$ cat src/rtl/trig_param_bank.sv
// -----------------------------------------------------------------------------
// trig_param_bank
//   A bank of NCH runtime parameter words (gains, damping coefficients, clock
//   divider counts, float bit patterns). The USB host loads them through
//   one-cycle trigger pulses and a shared data word. The bank supports
//   restore-to-defaults, per-channel update strobes and a registered readback
//   port. When TPB_STAGED_EN is defined, it also supports staged writes with an
//   atomic commit.
//
//   Build option:
//     TPB_STAGED_EN  defined   -> a write goes to a shadow register and raises
//                                 pending[i]. A COMMIT_BIT pulse copies every
//                                 pending shadow into the active registers.
//                    undefined -> a write goes straight to the active register.
//                                 No shadow registers are built, pending is
//                                 tied to 0 and COMMIT_BIT is ignored.
//
//   Ports:
//     sim_clk       in   clock; all state updates on the rising edge
//     reset_global  in   asynchronous, active-high reset
//     trig          in   [TRIG_W-1:0] one-cycle trigger pulses (sim_clk domain)
//     wr_data       in   [W-1:0] write data, sampled while a trigger is high
//     rd_sel        in   [7:0] readback channel select
//     param_flat    out  [NCH*W-1:0] active values; channel i at [i*W +: W]
//     updated       out  [NCH-1:0] one-cycle strobe per channel loaded this cycle
//     pending       out  [NCH-1:0] channel holds a staged value not yet committed
//     rd_data       out  [W-1:0] registered active value of channel rd_sel
// -----------------------------------------------------------------------------
module trig_param_bank #(
  parameter int                  NCH         = 8,
  parameter int                  W           = 32,
  parameter int                  TRIG_W      = 16,
  parameter logic [NCH*4-1:0]    TRIG_MAP    = 32'h76543210,
  parameter int                  COMMIT_BIT  = 14,
  parameter int                  RESTORE_BIT = 15,
  parameter logic [NCH*W-1:0]    DEFAULTS    = {NCH*W{1'b0}}
) (
  input  logic                sim_clk,
  input  logic                reset_global,
  input  logic [TRIG_W-1:0]   trig,
  input  logic [W-1:0]        wr_data,
  input  logic [7:0]          rd_sel,
  output logic [NCH*W-1:0]    param_flat,
  output logic [NCH-1:0]      updated,
  output logic [NCH-1:0]      pending,
  output logic [W-1:0]        rd_data
);

  logic [NCH-1:0]   wr_hit;
  logic             restore;
  logic [NCH*W-1:0] active_q,  active_d;
  logic [NCH-1:0]   updated_q, updated_d;
  logic [W-1:0]     rd_data_q, rd_data_d;

  // Collects every trigger bit so that bits with no role still count as read.
  logic unused_trig_bits;
  assign unused_trig_bits = ^trig;

  // Decode the per-channel write triggers. A map entry that points past the
  // trigger bus never fires.
  for (genvar i = 0; i < NCH; i++) begin : g_hit
    localparam int IDX = int'(TRIG_MAP[i*4 +: 4]);
    if (IDX < TRIG_W) begin : g_in
      assign wr_hit[i] = trig[IDX];
    end else begin : g_out
      assign wr_hit[i] = 1'b0;
    end
  end

  assign restore = trig[RESTORE_BIT];

  // Readback mux. Its output is registered, so a load shows up here one cycle
  // after it is visible on param_flat.
  always_comb begin
    rd_data_d = '0;
    for (int i = 0; i < NCH; i++) begin
      if (rd_sel == 8'(i)) rd_data_d = active_q[i*W +: W];
    end
  end

`ifdef TPB_STAGED_EN
  logic             commit;
  logic [NCH*W-1:0] shadow_q,  shadow_d;
  logic [NCH-1:0]   pending_q, pending_d;

  assign commit = trig[COMMIT_BIT];

  // Priority: restore over commit over plain writes. When a commit arrives
  // with a write in the same cycle, the fresh wr_data goes past the shadow
  // straight into active.
  always_comb begin
    active_d  = active_q;
    shadow_d  = shadow_q;
    pending_d = pending_q;
    updated_d = '0;
    if (restore) begin
      active_d  = DEFAULTS;
      shadow_d  = DEFAULTS;
      pending_d = '0;
      updated_d = '1;
    end else if (commit) begin
      pending_d = '0;
      for (int j = 0; j < NCH; j++) begin
        if (wr_hit[j]) begin
          shadow_d[j*W +: W] = wr_data;
          active_d[j*W +: W] = wr_data;
          updated_d[j]       = 1'b1;
        end else if (pending_q[j]) begin
          active_d[j*W +: W] = shadow_q[j*W +: W];
          updated_d[j]       = 1'b1;
        end
      end
    end else begin
      for (int j = 0; j < NCH; j++) begin
        if (wr_hit[j]) begin
          shadow_d[j*W +: W] = wr_data;
          pending_d[j]       = 1'b1;
        end
      end
    end
  end

  always_ff @(posedge sim_clk or posedge reset_global) begin
    if (reset_global) begin
      shadow_q  <= DEFAULTS;
      pending_q <= '0;
    end else begin
      shadow_q  <= shadow_d;
      pending_q <= pending_d;
    end
  end

  assign pending = pending_q;
`else
  // Direct mode: a write goes straight to active. Restore takes priority and
  // discards any write in the same cycle.
  always_comb begin
    active_d  = active_q;
    updated_d = '0;
    if (restore) begin
      active_d  = DEFAULTS;
      updated_d = '1;
    end else begin
      for (int j = 0; j < NCH; j++) begin
        if (wr_hit[j]) begin
          active_d[j*W +: W] = wr_data;
          updated_d[j]       = 1'b1;
        end
      end
    end
  end

  assign pending = '0;
`endif

  always_ff @(posedge sim_clk or posedge reset_global) begin
    if (reset_global) begin
      active_q  <= DEFAULTS;
      updated_q <= '0;
      rd_data_q <= '0;
    end else begin
      active_q  <= active_d;
      updated_q <= updated_d;
      rd_data_q <= rd_data_d;
    end
  end

  assign param_flat = active_q;
  assign updated    = updated_q;
  assign rd_data    = rd_data_q;

endmodule
$ cat config.mk
export PLATFORM = sky130hd
export DESIGN_NAME = trig_param_bank
export DESIGN_NICKNAME = d
export VERILOG_FILES = /design/src/rtl/trig_param_bank.sv
export SDC_FILE = /design/constraint.sdc
export NUM_CORES = 1
export LEC_CHECK = 0
export CORE_ASPECT_RATIO = 1.2
export CORE_MARGIN = 8
export CORE_UTILIZATION = 35
export DETAILED_ROUTE_END_ITERATION = 16
export PLACE_DENSITY = 0.59
export RECOVER_POWER = 100
export SETUP_SLACK_MARGIN = 0.02
export SKIP_LAST_GASP = 1
export SLEW_MARGIN = 20
export SYNTH_ARGS = -nofsm -noshare
export SYNTH_HDL_FRONTEND = slang
export SYNTH_SLANG_ARGS = --single-unit
$ cat constraint.sdc
create_clock -name sim_clk -period 13.3 [get_ports sim_clk]
set_input_delay 1.995 -clock sim_clk [delete_from_list [all_inputs] [get_ports sim_clk]]
set_output_delay 1.995 -clock sim_clk [all_outputs]
set_load 0.02 [all_outputs]
==> out/results.tsv, run 1 <==
stage	metric	value	unit
status	status	finished with violations	
status	violations	max-capacitance violations, max-slew violations	
detailed_routing	wire_per_inst	24.8	um
cells_and_area	syn2layout_area_growth	34.4	%
placement	gp_congestion	0.767	
power_and_ir_drop	p_switching	651	uW
cells_and_area	n_fill_cell	3572	
run	cap_violations	14	
cells_and_area	fin_util	47.7	%
clock_network	htreeDepth	2	
timing	tightest_slew	3.97	ns
floorplan	rows	79	
cells_and_area	multi_input_area	0.00567	sq mm
detailed_routing	drcViolationCount	0	
worst_setup_path	crit_arrival	7.59	ns
floorplan	die_width	197	um
worst_setup_path	path_max_fanout	21	
synth	synth_area_leaders	dfrtp_1, mux2i_1, nor2_1	
cells_and_area	seq_area	0.00741	sq mm
worst_setup_path	slowest_delay	1.71	ns
power_and_ir_drop	p_int	1710	uW
synth	synth_cell_types	34	
worst_setup_path	critical_path_buf_inv_count	2	
grt	grt-ovfl-total	0	
clock_network	post_cts_buffers	0	
power_and_ir_drop	p_comb_share	16.3	%
power_and_ir_drop	p_leak	0.00931	uW
grt	grt_pass1_wl	73700	um
timing	fin_crit_sh	53.8	%
synth	syn_avg_cell_area	11.5	sq um
detailed_routing	wirelength	50200	um
power_and_ir_drop	power.density	127	mW/mm^2
synth	synth_edf_count	0	
synth	synthFlopType	dfrtp_1	
worst_setup_path	crit_top_cell	clkbuf_1	
detailed_routing	antenna_left	0	
worst_setup_path	startpoint_type	input port	
synth	ys_seq_area_share	53.7	%
clock_network	cts_resized	0	
worst_hold_path	holdPathStages	1	
timing	rsz0062_at_grt	no	
floorplan	die_area	0.0460	sq mm
timing	setup_violations	0	
floorplan	die_h	233	um
worst_setup_path	r2r-start	param_flat[163]	
timing	slew_headroom	-166	%
detailed_routing	num_vias	10500	
clock_network	clkTransAtPathRegs	0.06	ns
floorplan	start_util	35.5	%
cells_and_area	drive_gt1_share	6.93	%
power_and_ir_drop	clkPwrFrac	42.0	%
worst_hold_path	min_to	rd_data[17]	
synth	ys_async_sr_fraction	100	%
synth	yosys.area.top_type	dfrtp_1	
timing	setup_tns	0	ns
worst_setup_path	end_kind	register	
worst_setup_path	critPathRequiredTime	13.73	ns
power_and_ir_drop	vdd_drop_max	0.0935	mV
power_and_ir_drop	sw_frac_of_total	27.6	%
timing	finClkSkew	0.0145	ns
detailed_routing	drtIter0Drc	636	
floorplan	ioPinCount	362	
synth	yosysWarnings	0	
grt	grt_util_all_layers	21.2	%
cells_and_area	antenna_cells	0	
timing	finalHoldViolCount	0	
worst_setup_path	crit_family	simple AND/OR/NAND/NOR gates	
placement	dpl.hpwl	30600	um
worst_hold_path	hp-class	register to register	
clock_network	clkSinkCount	296	
clock_network	ctsHoldBuffers	0	
timing	min_period	7.15	ns
clock_network	insertion_delay	0.53	ns
synth	synth.top_cell.area_share	53.7	%
clock_network	cts_max_path_buffers	3	
worst_setup_path	slowest_stage	and2_0	
worst_setup_path	path_class	input port to register	
floorplan	coreArea	0.0388	sq mm
clock_network	cts-root-buf	clkbuf_16	
synth	syn_area	0.0138	sq mm
worst_hold_path	min_from	param_flat[241]	
clock_network	cts_tree	done	
synth	ys_ff_latch	296	
grt	antenna_found_initial	1	
grt	grt_max_degree	95	
worst_setup_path	reg2reg_slack	11.90	ns
worst_setup_path	path_cells	clkbuf_1 -> nand2_1 -> nor4_1 -> clkbuf_1 -> and2_0 -> a32o_1	
clock_network	numCtsBuffers	35	
cells_and_area	final_nets	1533	
placement	portBuffers	346	
timing	maxSlewViolCount	495	
grt	grt_pass1_vias	10800	
synth	synthCells	1204	
power_and_ir_drop	seqPwrFrac	41.7	%
detailed_routing	drt-pass1-iter-count	5	
worst_setup_path	r2r_end	rd_data[3]	
detailed_routing	viasPerCell	5.17	
timing	clock.fmax	0.140	GHz
worst_setup_path	rr_worst_depth	4	
## metrics by stage
step | instances | instance area (sq um) | setup WS, ns | total power [uW] | hold slack (ns)
detailed placement | 1964 | 17400 | 8.84 | 1400 | 0.510
global placement | 1963 | 17400 | 8.26 | 1400 | 0.496
finish | 2027 | 18500 | 6.15 | 2360 | 0.527
global route | 2027 | 18500 | 6.14 | 2460 | 0.539
floorplan | 1211 | 13800 | 3.13 | 1220 | 0.614
CTS | 2027 | 18600 | 9.38 | 2410 | 0.524
## worst reg2reg max path, delay by kind of cell (launching register included)
kind               cells  cell delay (ns)
DFF                    1             0.41
AOI/OAI and AO/OA      3             0.79
muxes                  1             0.10
## registers in the layout (all words and copies together) (netlist names)
name / cells
updated: 8
rd_data: 32
param_flat: 256
## power groups by stage
| stage | combinational, uW | clock [uW] | sequential [uW] |
|---|---|---|---|
| after global routing | 413 | 1060 | 990 |
| final | 385 | 994 | 984 |
| after detailed placement | 398 | 0 | 1000 |
| after CTS | 399 | 1020 | 986 |
| after floorplan | 170 | 0 | 1050 |
| after global placement | 395 | 0 | 1000 |
## placed cells by master (no fill, tap or decap), types with 20 or more instances in the layout
cell	n
dlygate4sd3_1	298
o2bb2ai_1	21
a32o_1	20
nor2_1	266
dfrtp_1	296
mux2i_1	318
clkdlybuf4s50_1	36
nand2b_1	22
clkbuf_16	36
inv_1	20
a222oi_1	20
## synthesized netlist by cell type (all sizes together) (5+ instances only)
library cell and number:
a21oi 5, a222oi 20, a32o 20, buf 58, clkbuf 80, dfrtp 296
inv 21, mux2i 318, mux4 13, nand2b 22, nor2 267, nor3 5
o21ai 22, o2bb2ai 21, or2 9
## worst max path at each step
stage,start,to,slack (ns),cells after the start
global route,rd_sel[2],rd_data[24],6.14,6
CTS,rd_sel[2],rd_data[24],9.38,6
detailed placement,rd_sel[2],rd_data[5],8.84,6
finish,rd_sel[2],rd_data[26],6.15,6
global placement,rd_sel[2],rd_data[26],8.26,6
floorplan,reset_global,param_flat[0],3.13,1
## metal layers
metal / GRT usage, % / part of all wire [%]
met5: 0 / 0
met4: 6.78 / 3.0
met3: 5.27 / 6.5
met2: 34.9 / 48
met1: 27.2 / 43
## cell families after synthesis
logic type / count (synthesis) / synth area share, %
multiplexers: 332 / 25.3
buffers and inverters: 159 / 5.37
flip-flops: 296 / 53.7
AO/OA/AOI/OAI: 102 / 6.06
other: 1 / 0.0272
AND/OR/NAND/NOR: 314 / 9.54
## cell type report
class	count	area share, %
Tap cell	526	3.55
Clock buffer	50	5.63
Multi-Input combinational cell	756	30.6
Inverter	21	0.432
Clock inverter	13	0.871
Sequential cell	296	40.0
Timing Repair Buffer	365	19.0
Power figures use the tool's default switching activity.
==> run 2: changes to the inputs <==
==> constraint.sdc (replaced) <==
create_clock -name sim_clk -period 6.6 [get_ports sim_clk]
set_input_delay 0.99 -clock sim_clk [delete_from_list [all_inputs] [get_ports sim_clk]]
set_output_delay 0.99 -clock sim_clk [all_outputs]
set_load 0.02 [all_outputs]
==> run 2 against run 1 <==
Against the previous run: the run still ends with max-capacitance violations, max-slew violations left; utilization fell by 0.34 points; sequential cell count unchanged; clock power up 80%; non-clock buffer count rose by 3; count of clock-buffer cells in the layout is the same; global-route usage is 0.086 points higher; sequential power increased by 100%; register-to-register slack worse by 6.6 ns; die area stayed put; first-iteration DRC count up 2.7%; critical endpoint is now rd_data[30]; largest cell class unchanged; highest routed layer unchanged.
==> out/results.tsv, run 2 (same netlist as run 1, synthesis figures left out) <==
stage	metric	value	unit	change
timing	finClkSkew	0.0147	ns	+0.000193 ns
clock_network	ctsHoldBuffers	0		unchanged
cells_and_area	antenna_cells	0		unchanged
timing	rsz0062_at_grt	no		
clock_network	numCtsBuffers	34		-2.9%
grt	grt_pass1_vias	10800		+0.23%
cells_and_area	largest_register_ffs	256		unchanged
worst_setup_path	reg2reg_slack	5.28	ns	-6.62 ns
cells_and_area	final_common_cell	mux2i_1		
detailed_routing	wire_per_inst	24.8	um	+0.18%
floorplan	die_h	233	um	unchanged
worst_setup_path	path_class	input port to register		
worst_setup_path	critPathRequiredTime	7.03	ns	-6.70 ns
timing	setup_tns	0	ns	unchanged
floorplan	start_util	35.5	%	unchanged
grt	antenna_found_initial	0		-1
grt	grt-ovfl-total	0		unchanged
timing	fin_crit_sh	66.6	%	
power_and_ir_drop	p_leak	0.00924	uW	-0.73%
detailed_routing	drt-pass1-iter-count	5		unchanged
floorplan	coreArea	0.0388	sq mm	unchanged
clock_network	post_cts_buffers	0		unchanged
detailed_routing	drcViolationCount	0		unchanged
cells_and_area	final_cell_mix	mux2i_1, dlygate4sd3_1, dfrtp_1		
detailed_routing	wirelength	50200	um	about the same
power_and_ir_drop	p_total	4550	uW	+92%
detailed_routing	num_vias	10400		-0.72%
clock_network	cts_tree	done		
floorplan	rows	79		unchanged
status	status	finished with violations		
worst_hold_path	hp-class	register to register		
timing	maxSlewViolCount	395		-20%
timing	finalHoldViolCount	0		unchanged
detailed_routing	antenna_left	0		unchanged
grt	grt_max_degree	142		+49%
cells_and_area	syn2layout_area_growth	33.5	%	
worst_setup_path	end_kind	register		
timing	slew_headroom	-152	%	+15 points
worst_setup_path	path_max_fanout	21		unchanged
power_and_ir_drop	power.density	247	mW/mm^2	+94%
detailed_routing	dr_wl_met2	24400	um	+1.6%
detailed_routing	drt-met1-wl	21500	um	+0.43%
timing	tightest_slew	3.77	ns	-0.202 ns
floorplan	die_area	0.0460	sq mm	unchanged
detailed_routing	top_layer_used	met4		
grt	grt_pass1_wl	74100	um	+0.55%
status	violations	max-capacitance violations, max-slew violations		
placement	dpl.hpwl	30600	um	about the same
floorplan	ioPinCount	362		unchanged
clock_network	cts-root-buf	clkbuf_16		
timing	min_period	4.40	ns	
detailed_routing	drtIter0Drc	653		+2.7%
floorplan	die_width	197	um	unchanged
cells_and_area	n_fill_cell	3577		+0.14%
power_and_ir_drop	vdd_drop_max	0.193	mV	+110%
timing	clock.fmax	0.227	GHz	
placement	gp_congestion	0.775		+1.0%
placement	portBuffers	346		unchanged
detailed_routing	viasPerCell	5.14		-0.52%
clock_network	clkTransAtPathRegs	0.06	ns	about the same
worst_setup_path	startpoint_type	input port		
timing	setup_violations	0		unchanged
clock_network	htreeDepth	2		unchanged
clock_network	insertion_delay	0.52	ns	about the same
grt	grt_util_all_layers	21.3	%	+0.086 points
cells_and_area	drive_gt1_share	6.48	%	-0.45 points
clock_network	clkSinkCount	296		unchanged
cells_and_area	final_nets	1535		+0.13%
detailed_routing	dr_wl_met3	3230	um	-1.2%
clock_network	cts_max_path_buffers	3		unchanged
run	cap_violations	12		-2
clock_network	cts_resized	0		unchanged
worst_setup_path	crit_arrival	4.83	ns	-2.76 ns
[run 2: path summary, 6_finish.rpt]
kind	from	end	depth (start not counted)
max	rd_sel[3]	rd_data[30]	6
min	param_flat[242]	rd_data[18]	1
max reg2reg	param_flat[171]	rd_data[11]	4
min reg2reg	param_flat[242]	rd_data[18]	1
max in group asynchronous	reset_global	rd_data[6]	4
min in group asynchronous	reset_global	param_flat[181]	3
[run 2: critical path, cell delays in order]
cell and delay [ns]:
dlygate4sd3_1 0.52, or3_1 0.46, nor4_1 1.23, clkbuf_1 0.83, and2_4 0.58, a32o_1 0.20
[run 2: routing by layer]
metal  GRT usage [%]  vias up
met3            4.91       58
li1                -     4686
met4            5.60        0
met2            35.4      351
met1            27.7     5311
met5               0        -
[run 2: stage by stage]
stage / setup WS [ns] / hold WS, ns / util (%) / instances / cell area [sq um]
final: 2.20 / 0.528 / 47.4 / 2023 / 18400
after global routing: 2.01 / 0.547 / 47.4 / 2023 / 18400
after CTS: 3.05 / 0.532 / 47.5 / 2022 / 18500
after detailed placement: 2.53 / 0.510 / 44.9 / 1966 / 17400
after global placement: 2.56 / 0.495 / 44.9 / 1966 / 17400
after floorplan: 1.68 / 0.614 / - / 1211 / 13800
[run 2: where the power goes]
| group | total [uW] | internal (uW) | leakage [uW] | switching [uW] |
|---|---|---|---|---|
| logic | 773 | 317 | 0.00481 | 456 |
| clock network | 1790 | 1040 | 0.000505 | 750 |
| registers | 1990 | 1910 | 0.00393 | 76.7 |
[run 2: cell type report]
type                            count  area (sq um)  area share [%]
Timing Repair Buffer              368          3560            19.3
Clock inverter                      6          36.3           0.197
Tap cell                          526           658            3.58
Sequential cell                   296          7410            40.2
Inverter                           21          82.6           0.449
Clock buffer                       50           992            5.39
Multi-Input combinational cell    756          5670            30.8
